### config.mk
export PLATFORM = sky130hd
export DESIGN_NAME = avalon_aes_master
export DESIGN_NICKNAME = d
export VERILOG_FILES = /design/src/rtl/avalon_aes_pkg.sv /design/src/rtl/avalon_aes_master.sv
export SDC_FILE = /design/constraint.sdc
export NUM_CORES = 1
export LEC_CHECK = 0
export BUFFER_PORTS_ARGS = -buffer_cell sky130_fd_sc_hd__buf_2
export CAP_MARGIN = 30
export CORE_MARGIN = 4
export CORE_UTILIZATION = 44
export DETAILED_ROUTE_END_ITERATION = 8
export GPL_TIMING_DRIVEN = 0
export PLACE_DENSITY = 0.75
export REMOVE_ABC_BUFFERS = 1
export SLEW_MARGIN = 20
export SYNTH_ARGS = -nofsm -noshare
export SYNTH_HDL_FRONTEND = slang
export SYNTH_SLANG_ARGS = --single-unit
export TNS_END_PERCENT = 30
### constraint.sdc
create_clock -name Clk -period 6.25 [get_ports Clk]
set_input_delay 0.3125 -clock Clk [delete_from_list [all_inputs] [get_ports Clk]]
set_output_delay 0.3125 -clock Clk [all_outputs]
set_load 0.1 [all_outputs]
### src/rtl/avalon_aes_pkg.sv
// Shared types and register map for the Avalon-MM AES decrypt master.
package avalon_aes_pkg;

    // Transaction sequencer states, in the order a normal transaction visits them.
    typedef enum logic [2:0] {
        StIdle,
        StWrKey,
        StWrMsg,
        StWrGo,
        StPoll,
        StRdDec,
        StWrStop,
        StFin
    } state_e;

    // Slave register map (word addresses).
    localparam logic [3:0] ADDR_KEY0  = 4'd0;
    localparam logic [3:0] ADDR_MSG0  = 4'd4;
    localparam logic [3:0] ADDR_DEC0  = 4'd8;
    localparam logic [3:0] ADDR_START = 4'd14;
    localparam logic [3:0] ADDR_DONE  = 4'd15;

endpackage

### src/rtl/avalon_aes_master.sv
// Avalon-MM master driving an AES decrypt slave: loads key and message,
// starts the core, polls for completion, reads back the result and stops.
module avalon_aes_master
    import avalon_aes_pkg::*;
#(
    parameter int unsigned POLL_LIMIT = 1024
) (
    input  logic         Clk,
    input  logic         Reset,
    input  logic         START,
    input  logic [127:0] KEY_IN,
    input  logic [127:0] MSG_IN,
    output logic [127:0] DEC_OUT,
    output logic         BUSY,
    output logic         DONE,
    output logic         ERROR,
    output logic         AVL_READ,
    output logic         AVL_WRITE,
    output logic         AVL_CS,
    output logic [3:0]   AVL_BYTE_EN,
    output logic [3:0]   AVL_ADDR,
    output logic [31:0]  AVL_WRITEDATA,
    input  logic [31:0]  AVL_READDATA
);

    // Poll counter value of the last permitted poll.
    localparam logic [15:0] POLL_LAST = 16'(POLL_LIMIT - 1);

    state_e        state_q, state_d;
    logic [1:0]    word_cnt_q, word_cnt_d;
    logic [15:0]   poll_cnt_q, poll_cnt_d;
    logic          timeout_q, timeout_d;
    logic [127:0]  key_q, key_d;
    logic [127:0]  msg_q, msg_d;
    logic [127:0]  dec_q, dec_d;
    logic [6:0]    word_lsb;

    // Bit offset of the 32-bit word selected by the word counter.
    assign word_lsb = {word_cnt_q, 5'd0};

    // State and datapath registers with synchronous reset.
    always_ff @(posedge Clk) begin
        if (Reset) begin
            state_q    <= StIdle;
            word_cnt_q <= 2'd0;
            poll_cnt_q <= 16'd0;
            timeout_q  <= 1'b0;
            key_q      <= 128'd0;
            msg_q      <= 128'd0;
            dec_q      <= 128'd0;
        end else begin
            state_q    <= state_d;
            word_cnt_q <= word_cnt_d;
            poll_cnt_q <= poll_cnt_d;
            timeout_q  <= timeout_d;
            key_q      <= key_d;
            msg_q      <= msg_d;
            dec_q      <= dec_d;
        end
    end

    // Next-state, datapath updates and bus/status outputs decoded from the state.
    always_comb begin
        state_d       = state_q;
        word_cnt_d    = word_cnt_q;
        poll_cnt_d    = poll_cnt_q;
        timeout_d     = timeout_q;
        key_d         = key_q;
        msg_d         = msg_q;
        dec_d         = dec_q;
        AVL_READ      = 1'b0;
        AVL_WRITE     = 1'b0;
        AVL_ADDR      = 4'd0;
        AVL_WRITEDATA = 32'd0;
        DONE          = 1'b0;
        ERROR         = 1'b0;

        unique case (state_q)
            StIdle: begin
                if (START) begin
                    key_d      = KEY_IN;
                    msg_d      = MSG_IN;
                    word_cnt_d = 2'd0;
                    poll_cnt_d = 16'd0;
                    timeout_d  = 1'b0;
                    state_d    = StWrKey;
                end
            end
            StWrKey: begin
                AVL_WRITE     = 1'b1;
                AVL_ADDR      = ADDR_KEY0 + {2'b00, word_cnt_q};
                AVL_WRITEDATA = key_q[word_lsb +: 32];
                word_cnt_d    = word_cnt_q + 2'd1;
                if (word_cnt_q == 2'd3) begin
                    state_d = StWrMsg;
                end
            end
            StWrMsg: begin
                AVL_WRITE     = 1'b1;
                AVL_ADDR      = ADDR_MSG0 + {2'b00, word_cnt_q};
                AVL_WRITEDATA = msg_q[word_lsb +: 32];
                word_cnt_d    = word_cnt_q + 2'd1;
                if (word_cnt_q == 2'd3) begin
                    state_d = StWrGo;
                end
            end
            StWrGo: begin
                AVL_WRITE     = 1'b1;
                AVL_ADDR      = ADDR_START;
                AVL_WRITEDATA = 32'h1;
                poll_cnt_d    = 16'd0;
                state_d       = StPoll;
            end
            StPoll: begin
                AVL_READ = 1'b1;
                AVL_ADDR = ADDR_DONE;
                if (AVL_READDATA[0]) begin
                    word_cnt_d = 2'd0;
                    state_d    = StRdDec;
                end else if (poll_cnt_q == POLL_LAST) begin
                    // Result registers are never read on timeout, so DEC_OUT keeps its value.
                    timeout_d = 1'b1;
                    state_d   = StWrStop;
                end else begin
                    poll_cnt_d = poll_cnt_q + 16'd1;
                end
            end
            StRdDec: begin
                AVL_READ                = 1'b1;
                AVL_ADDR                = ADDR_DEC0 + {2'b00, word_cnt_q};
                dec_d[word_lsb +: 32]   = AVL_READDATA;
                word_cnt_d              = word_cnt_q + 2'd1;
                if (word_cnt_q == 2'd3) begin
                    state_d = StWrStop;
                end
            end
            StWrStop: begin
                AVL_WRITE     = 1'b1;
                AVL_ADDR      = ADDR_START;
                AVL_WRITEDATA = 32'h0;
                state_d       = StFin;
            end
            StFin: begin
                DONE    = 1'b1;
                ERROR   = timeout_q;
                state_d = StIdle;
            end
            default: begin
                state_d = StIdle;
            end
        endcase
    end

    assign AVL_CS      = AVL_READ | AVL_WRITE;
    assign AVL_BYTE_EN = AVL_CS ? 4'hF : 4'h0;
    assign BUSY        = (state_q != StIdle);
    assign DEC_OUT     = dec_q;

endmodule

# Word-level counts from Yosys, hierarchy flattened
# Cells that the tools add are included.
# totals
wordCells	75
ff_bits	406
out_inout_bits	174
inputBits	291
# op_classes
n_eq_ne	18
reduce_logical	14
n_bitwise	1
n_addsub	5
shifts	4
muxes	26
# ops
operator	count
indexed part select 128 x 8 -> 32 bit	2
bitwise mux 128 bit	1
variable shift 32 x 9 -> 128 bit, first input constant	1
indexed part select 32 x 9 -> 128 bit	1
one-hot mux 32 bit (3 select lines)	1
2-to-1 mux 16 bit	3
one-hot mux 16 bit (3 select lines)	1
one-hot mux 3 bit (8 select lines)	1
one-hot mux 4 bit (5 select lines)	1
2-to-1 mux 3 bit	6
adder 16 x 1 -> 16 bit, second input constant	1
== test 16 x 10 -> 1 bit, second input constant	1
inequality test 2 bit, second input constant	8
== test 3 bit, second input constant	4
negation 7 -> 9 bit	1
nonzero test 3 bit	3
AND reduction 4 bit	2
2-to-1 mux 1 bit	7
== test 3 x 2 -> 1 bit, second input constant	2
one-hot mux 2 bit (3 select lines)	1
AND reduction 5 bit	1
adder 3 x 2 -> 4 bit, first input constant	1
adder 4 x 2 -> 4 bit, first input constant	1
2-to-1 mux 2 bit	2
other kinds (14)	15

# Depth between registers and ports, before layout
# Gate-level depths: netlist (run 1).
# depth
ltp_word	5
mapped_depth	9
depth_no_buf	5

# Worst setup path before layout (run 1)
# No wires, ideal clock.
# synth_timing
path_kind	register to output
from	register state_q[2]
to	output port AVL_BYTE_EN[0]
t_required_ns	5.938
setup_slack_ns	2.611
arrival_time_ns	3.327
path_buffers	3
path_stages_with_launch	6
path_cell_list	dfxtp_1 clkbuf_1 clkbuf_1 and3_1 nor2_1 buf_4
# synth_between
elab_chain_len	5
word_cells_on_any_way	12
cone_classes	6 x eq/ne; 3 x mux; 1 x bitwise; 2 x reduce/logical
# synth_lines
element	line_no	rtl
start, declared	avalon_aes_master.sv:29	state_e state_q, state_d;
start signal, assigned	avalon_aes_master.sv:44	state_q <= StIdle;
start signal, assigned	avalon_aes_master.sv:52	state_q <= state_d;
== test 3 x 2 -> 1 bit (tied with other cells)	avalon_aes_master.sv:78	unique case (state_q)
OR reduction 4 bit (no line) / OR reduction 2 bit (equally long branches)	n/a	
2-to-1 mux 1 bit	avalon_aes_master.sv:78	
bitwise OR 1 bit *	avalon_aes_master.sv:154	assign AVL_CS = AVL_READ | AVL_WRITE;
net AVL_CS	avalon_aes_master.sv:19	output logic AVL_CS,
2-to-1 mux 4 bit *	avalon_aes_master.sv:155	assign AVL_BYTE_EN = AVL_CS ? 4'hF : 4'h0;
end, declared	avalon_aes_master.sv:20	output logic [3:0] AVL_BYTE_EN,
# The timed path passes the listed nets; every way through them passes the cells marked *.

# Final worst setup path (run 1)
# layout_timing
from	register state_q[1]
to	output port AVL_WRITEDATA[7]
# layout_between
elab_chain_len	2
word_cells_on_any_way	4
cone_classes	3 x eq/ne; 1 x mux
# layout_lines
element	line_no	rtl
== test 3 x 2 -> 1 bit / == test 3 x 1 -> 1 bit (equally long branches)	avalon_aes_master.sv:78	
one-hot mux 32 bit (3 select lines) *	avalon_aes_master.sv:78	
end, declared	avalon_aes_master.sv:22	output logic [31:0] AVL_WRITEDATA,
# Mark *: on every way between the ends. The rest lies on a longest branch, timed or not.

==> results of run 1 <==
## logic make-up after synthesis
group | Yosys count
xor gates and xnor gates | 1
buffers and inverters | 187
muxes | 74
adders and majority gates | 7
DFF | 406
and+or+nand+nor | 872
AOI/OAI and AO/OA | 453
## repair_timing
| action | 4_1_cts | 5_1_grt |
|---|---|---|
| hold buffers | 261 | 0 |
| hold endpoints to repair | 270 | 0 |
| buffers inserted | 0 | 0 |
## cell usage after synthesis, types with 3 or more instances
library cell	number	share of area
a211oi_1	11	0.0049
a21oi_1	389	0.12
a22o_1	31	0.016
and2_1	6	0.0022
and4_1	6	0.0031
buf_1	8	0.0018
buf_2	54	0.016
buf_4	6	0.0027
clkbuf_1	110	0.025
dfxtp_1	406	0.49
ha_1	7	0.0052
inv_1	9	0.0020
mux2i_1	10	0.0060
mux4_2	64	0.086
nand2_1	666	0.15
nand2b_1	11	0.0041
nand3_1	133	0.040
nand4_1	5	0.0019
nor2_1	8	0.0018
nor2b_1	4	0.0015
nor3_1	7	0.0021
nor3b_1	5	0.0022
nor4_1	3	0.0011
o21ai_0	4	0.0012
o31ai_1	3	0.0013
or4_1	4	0.0018
## flip-flops by register name (all words and copies together), names as in the netlist
signal / flops
DEC_OUT: 128
key_q: 128
msg_q: 128
poll_cnt_q: 16
state_q: 3
timeout_q: 1
word_cnt_q: 2
## final timing paths
check                           to  cells past startpoint  slack [ns]
hold / removal           key_q[36]                      3        0.04
setup reg to reg         key_q[53]                     11        2.75
hold reg to reg        DEC_OUT[61]                      2        0.45
setup / recovery  AVL_WRITEDATA[7]                      7        1.97
## through the flow
| stage | cells | setup TNS [ns] | power (W) |
|---|---|---|---|
| final | 3190 | 0 | 0.00643 |
| after global routing | 3190 | 0 | 0.00663 |
| after CTS | 3187 | 0 | 0.00638 |
| after detailed placement | 2845 | 0 | 0.00354 |
| after global placement | 2797 | -1520.98 | 0.00352 |
| after floorplan | 1822 | -210.03 | 0.00324 |
## critical path, delay by kind of cell, from the launching register on
family	cells	cell delay, ns
flip-flops	1	0.85
AND/OR/NAND/NOR	2	1.13
buffers and inverters	3	0.79
multiplexers	1	0.33
AO/OA/AOI/OAI	1	0.26
## area by class of cell
cell class,instances,area (um2)
fill,2706,13800
sequential,406,8130
multi-input combinational,1407,7860
timing repair buffer,774,5590
clock buffer,62,1280
tap,511,639
clock inverter,19,238
inverter,9,33.8
antenna,2,5.00
## cell usage in the layout, fill, tap and decap left out, types with 15 or more instances in the layout
cell type	Yosys	final
a21oi_1	389	389
nand2_1	666	661
dfxtp_1	406	405
dlygate4sd3_1	0	261
clkbuf_16	0	44
nand3_1	133	133
a22o_1	31	31
mux4_2	64	64
buf_6	0	20
buf_2	54	463
buf_4	6	15
## per-layer routing
metal	vias to the layer above	global-route usage	wire length, um
li1	8096	-	-
met1	8447	0.343	22500
met2	1434	0.504	30900
met3	337	0.0741	7380
met4	0	0.178	3910
met5	-	0	0
## where the power goes
| group | total [W] | internal (W) | switching [W] | leakage [nW] |
|---|---|---|---|---|
| registers | 0.00277 | 0.00270 | 0.0000716 | 3.31 |
| clock network | 0.00275 | 0.00161 | 0.00114 | 0.753 |
| logic | 0.000919 | 0.000387 | 0.000532 | 5.63 |
| total | 0.00643 | 0.00469 | 0.00174 | 9.69 |
==> summary.md, run 1 <==
| Metric | Value |
|---|---|
| Outcome | completed |
| Vias in the first global route | 18.6k |
| Layout cells sized above 1 | 0.253 |
| EDFF count, synth | 0 |
| Die Wd | 203 um |
| Sequential element share of the synthesized area | 0.487 |
| H-Tree Level Count | 2 |
| Post_cts resized | 0 |
| Clock net sink count | 406 |
| Clk_skew | 0.0171 ns |
| Total core area | 0.0376 mm2 |
| Slew headroom | 0.433 |
| Detailed Route WL | 64.7 mm |
| First drt pass iteration count | 8 |
| Largest family of logic cells by synthesized area | simple AND/OR/NAND/NOR gates |
| Slowest CP cell | dfxtp_1 |
| Mux cell area share after synthesis | 0.0923 |
| Main synth FF type | dfxtp_1 |
| I/O pins | 465 |
| Crit Reg-Reg Startpoint | state_q[1] |
| Syn_area_per_cell | 8.35 um2 |
| Peak supply drop | 0.235 mV |
| Clk buf depth | 3 |
| Warnings, synthesis | 0 |
| First-pass GRT wire length | 99.7 mm |
| GPL Wtd Cong | 0.825 |
| Final setup fails | 0 |
| CP Launch Type | flop |
| Grt ovf | 0 |
| Worst Tran Pin Value | 0.847 ns |
| Final period util | 0.684 |
| Simple-Gate Fraction of Synth Area | 0.220 |
| Crit-path cells | nand2b_1 > nor2_4 > buf_12 > buf_12 > mux4_2 > a22o_1 > buf_2 |
| Core Util, Final | 0.633 |
| RSZ-0062 raised after global routing | false |
| Final HPWL DP | 36.2 mm |
| LEAKAGE | 9.69 nW |
| Die H | 203 um |
| WHS | 0.0367 ns |
| Post-Layout Inst Area | 0.0238 mm2 |
| WL/cell | 20.3 um |
| CTS clk-pin slew, worst paths | 0.06 ns |
| Clk Latency, worst-skew pair | 0.58 ns |
| Num CTS Buffers | 44 |
| Root buffer cell | clkbuf_16 |
| Final Hold Vio Count | 0 |
| Unique masters post-synth | 49 |
| Cell Rows | 71 |
| Layout Nets | 2,940 |
| Max_cap viols | 0 |
| Synth Instances | 2,000 |
| Port Buf Inserts | 464 |
| Slowest Stage Delay on Critical Path | 0.85 ns |
| Initial antenna violation count | 2 |
| Die area | 0.0411 mm2 |
| DRT antenna net count | 0 |
| Xor and xnor area share after synthesis | 0.000524 |
| Pin count of the biggest net entering global routing | 136 |
| Vias per cell | 5.74 |
| DRT iter0 DRCs | 1,823 |
| Arrival @ worst endpoint | 3.97 ns |
| Placed cell area | 0.0196 mm2 |
| Initial Util | 0.444 |
| Dpl ws | 2.64 ns |
| Worst setup margin | 1.97 ns |
| Max-slew violations | 0 |
| CTS tree | built |
| Synth async-reset ratio | 0 |
| Worst setup path startpoint | state_q[1] |
| Vias post-DR | 18.3k |
| Area Overhead vs Synth | 42.4% |
| Post-Synth Adder-Cell Area | 0.00524 |
| Critical path fanouts, max | 23 |
| Tmin final | 4.28 ns |
| Synthesized area | 0.0167 mm2 |
| DRC | 0 |
| Yosys reg bits | 406 |
| Worst min-delay path startpoint | KEY_IN[36] |
| Worst Hold Class | in2reg |
| Fmax | 234 MHz |
| Post-synthesis compound-gate area fraction | 0.148 |
| P per Cell Area | 271 mW/mm2 |
| Critical Path RT | 5.94 ns |
| Most common cell on crit path | buf_12 |
| Critical path class | reg2out |
| Total Routing Usage GR | 0.298 |
| CP endpoint kind | primary output |
(Power assumes the default switching activity.)
==> run 2, diff against run 1 <==
clock period = 4.4 ns   (was 6.25 ns; I/O delays follow)
==> run 2 against run 1 <==
Net effect:
- die area unchanged
- design area up 1.2%
- core utilization up 0.73 points
- first-iteration DRC count down 5.4%
- register-to-register slack worse by 1.8 ns
- combinational power up 44%
- setup slack worse by 1.8 ns
- routed wire length down 0.31%
- largest power group unchanged
==> summary.md, run 2 (same netlist as run 1, synthesis figures left out) <==
| Metric | Value |
|---|---|
| Arrival @ worst endpoint | 3.96 ns |
| Worst min-delay path startpoint | START |
| Critical path class | reg2out |
| Pin count of the biggest net entering global routing | 136 |
| GPL Wtd Cong | 0.825 |
| Grt ovf | 0 |
| Die H | 203 um |
| RSZ-0062 raised after global routing | false |
| Num CTS Buffers | 44 |
| Max_cap viols | 0 |
| Worst Tran Pin Value | 0.883 ns |
| Setup Buffers After CTS | 0 |
| Final setup fails | 0 |
| Critical Path RT | 4.18 ns |
| Post_cts resized | 0 |
| Vias post-DR | 18.6k |
| LEAKAGE | 9.81 nW |
| Layout cells sized above 1 | 0.250 |
| Die Wd | 203 um |
| I/O pins | 465 |
| Clk buf depth | 3 |
| Cell Rows | 71 |
| Worst Hold Class | in2reg |
| Total Routing Usage GR | 0.298 |
| Initial antenna violation count | 3 |
| Core Util, Final | 0.640 |
| Worst setup path startpoint | state_q[1] |
| Detailed Route WL | 64.5 mm |
| Final Hold Vio Count | 0 |
| Clk Latency, worst-skew pair | 0.58 ns |
| # fillers | 2,641 |
| Peak supply drop | 0.327 mV |
| Crit Reg-Reg Startpoint | state_q[1] |
| Vias per cell | 5.76 |
| Initial Util | 0.444 |
| WL/cell | 20.0 um |
| Root buffer cell | clkbuf_16 |
| DRC | 0 |
| Total core area | 0.0376 mm2 |
| Commonest cells after routing, fill and taps aside | 661 x nand2_1, 463 x buf_2, 405 x dfxtp_1, 389 x a21oi_1, 288 x dlygate4sd3_1 |
| CP Launch Type | flop |
| DRT antenna net count | 0 |
| Slew headroom | 0.411 |
| CTS tree | built |
| Vias in the first global route | 18.9k |
| Commonest non-fill, non-tap cell in the layout | nand2_1 |
| CTS clk-pin slew, worst paths | 0.06 ns |
| P per Cell Area | 380 mW/mm2 |
| Die area | 0.0411 mm2 |
| DRT iter0 DRCs | 1,725 |
| Port Buf Inserts | 464 |
| Clock net sink count | 406 |
| H-Tree Level Count | 2 |
| First-pass GRT wire length | 100 mm |
| Area Overhead vs Synth | 44.0% |
| WHS | 0.145 ns |
| Final HPWL DP | 36.2 mm |
| Tmin final | 4.18 ns |
| Critical path fanouts, max | 23 |
| Final period util | 0.950 |
| Max-slew violations | 0 |
| Fmax | 239 MHz |
| First drt pass iteration count | 7 |
| Layout Nets | 2,967 |
| CP endpoint kind | primary output |
| Clk_skew | 0.0202 ns |
| Outcome | completed |
==> run 2: changes by cell type in the layout (fill, tap and decap cells not counted) <==
cell / previous run / this run
diode_2: 2 / 4
dlygate4sd3_1: 261 / 288
==> run 2: critical path, stage by stage (launching register included) <==
cell and delay, ns:
dfxtp_1 0.83, nand2b_1 0.39, nor2_4 0.74, buf_12 0.28
buf_12 0.22, mux4_2 0.33, a22o_1 0.26, buf_2 0.30
==> run 2: cell type report <==
cell class / instances / area (um2) / share of cell area
Tap cell: 511 / 639 / 0.0266
Antenna cell: 4 / 10.0 / 0.000416
Clock buffer: 62 / 1280 / 0.0532
Timing Repair Buffer: 801 / 5860 / 0.244
Multi-Input combinational cell: 1407 / 7860 / 0.327
Sequential cell: 406 / 8130 / 0.338
Inverter: 9 / 33.8 / 0.00140
Clock inverter: 19 / 238 / 0.00988
==> run 2: per-layer routing <==
layer | wire, um | share of wire | track usage
met1 | 22500 | 0.35 | 0.343
met2 | 30900 | 0.48 | 0.505
met3 | 7130 | 0.11 | 0.0698
met4 | 3880 | 0.060 | 0.176
met5 | 0 | 0 | 0
==> run 2: path summary, 6_finish.rpt <==
kind / endpoint / slack (ns) / depth (start not counted)
max: AVL_WRITEDATA[25] / 0.22 / 7
min: state_q[0] / 0.14 / 5
max reg2reg: key_q[53] / 0.91 / 11
min reg2reg: DEC_OUT[61] / 0.45 / 2
==> run 2: stage by stage <==
step	area (um2)	TNS [ns]	instances	power, W	setup WS, ns
floorplan	15900	-930.87	1822	0.00460	-4.45
global placement	18900	-2324.58	2797	0.00500	-9.24
detailed placement	19600	0	2845	0.00503	0.878
CTS	24000	0	3214	0.00908	0.254
global route	24100	0	3218	0.00942	0.107
finish	24100	0	3219	0.00914	0.221
==> run 2: timing repair <==
action | in CTS | in global routing
hold endpoints to repair | 381 | 0
hold buffers | 288 | 0
endpoints found under the setup margin | 0 | 0
==> run 2: power breakdown <==
part           total, W  internal, W  switching, W
clock           0.00389      0.00228       0.00160
combinational   0.00132     0.000566      0.000751
sequential      0.00394      0.00383      0.000103
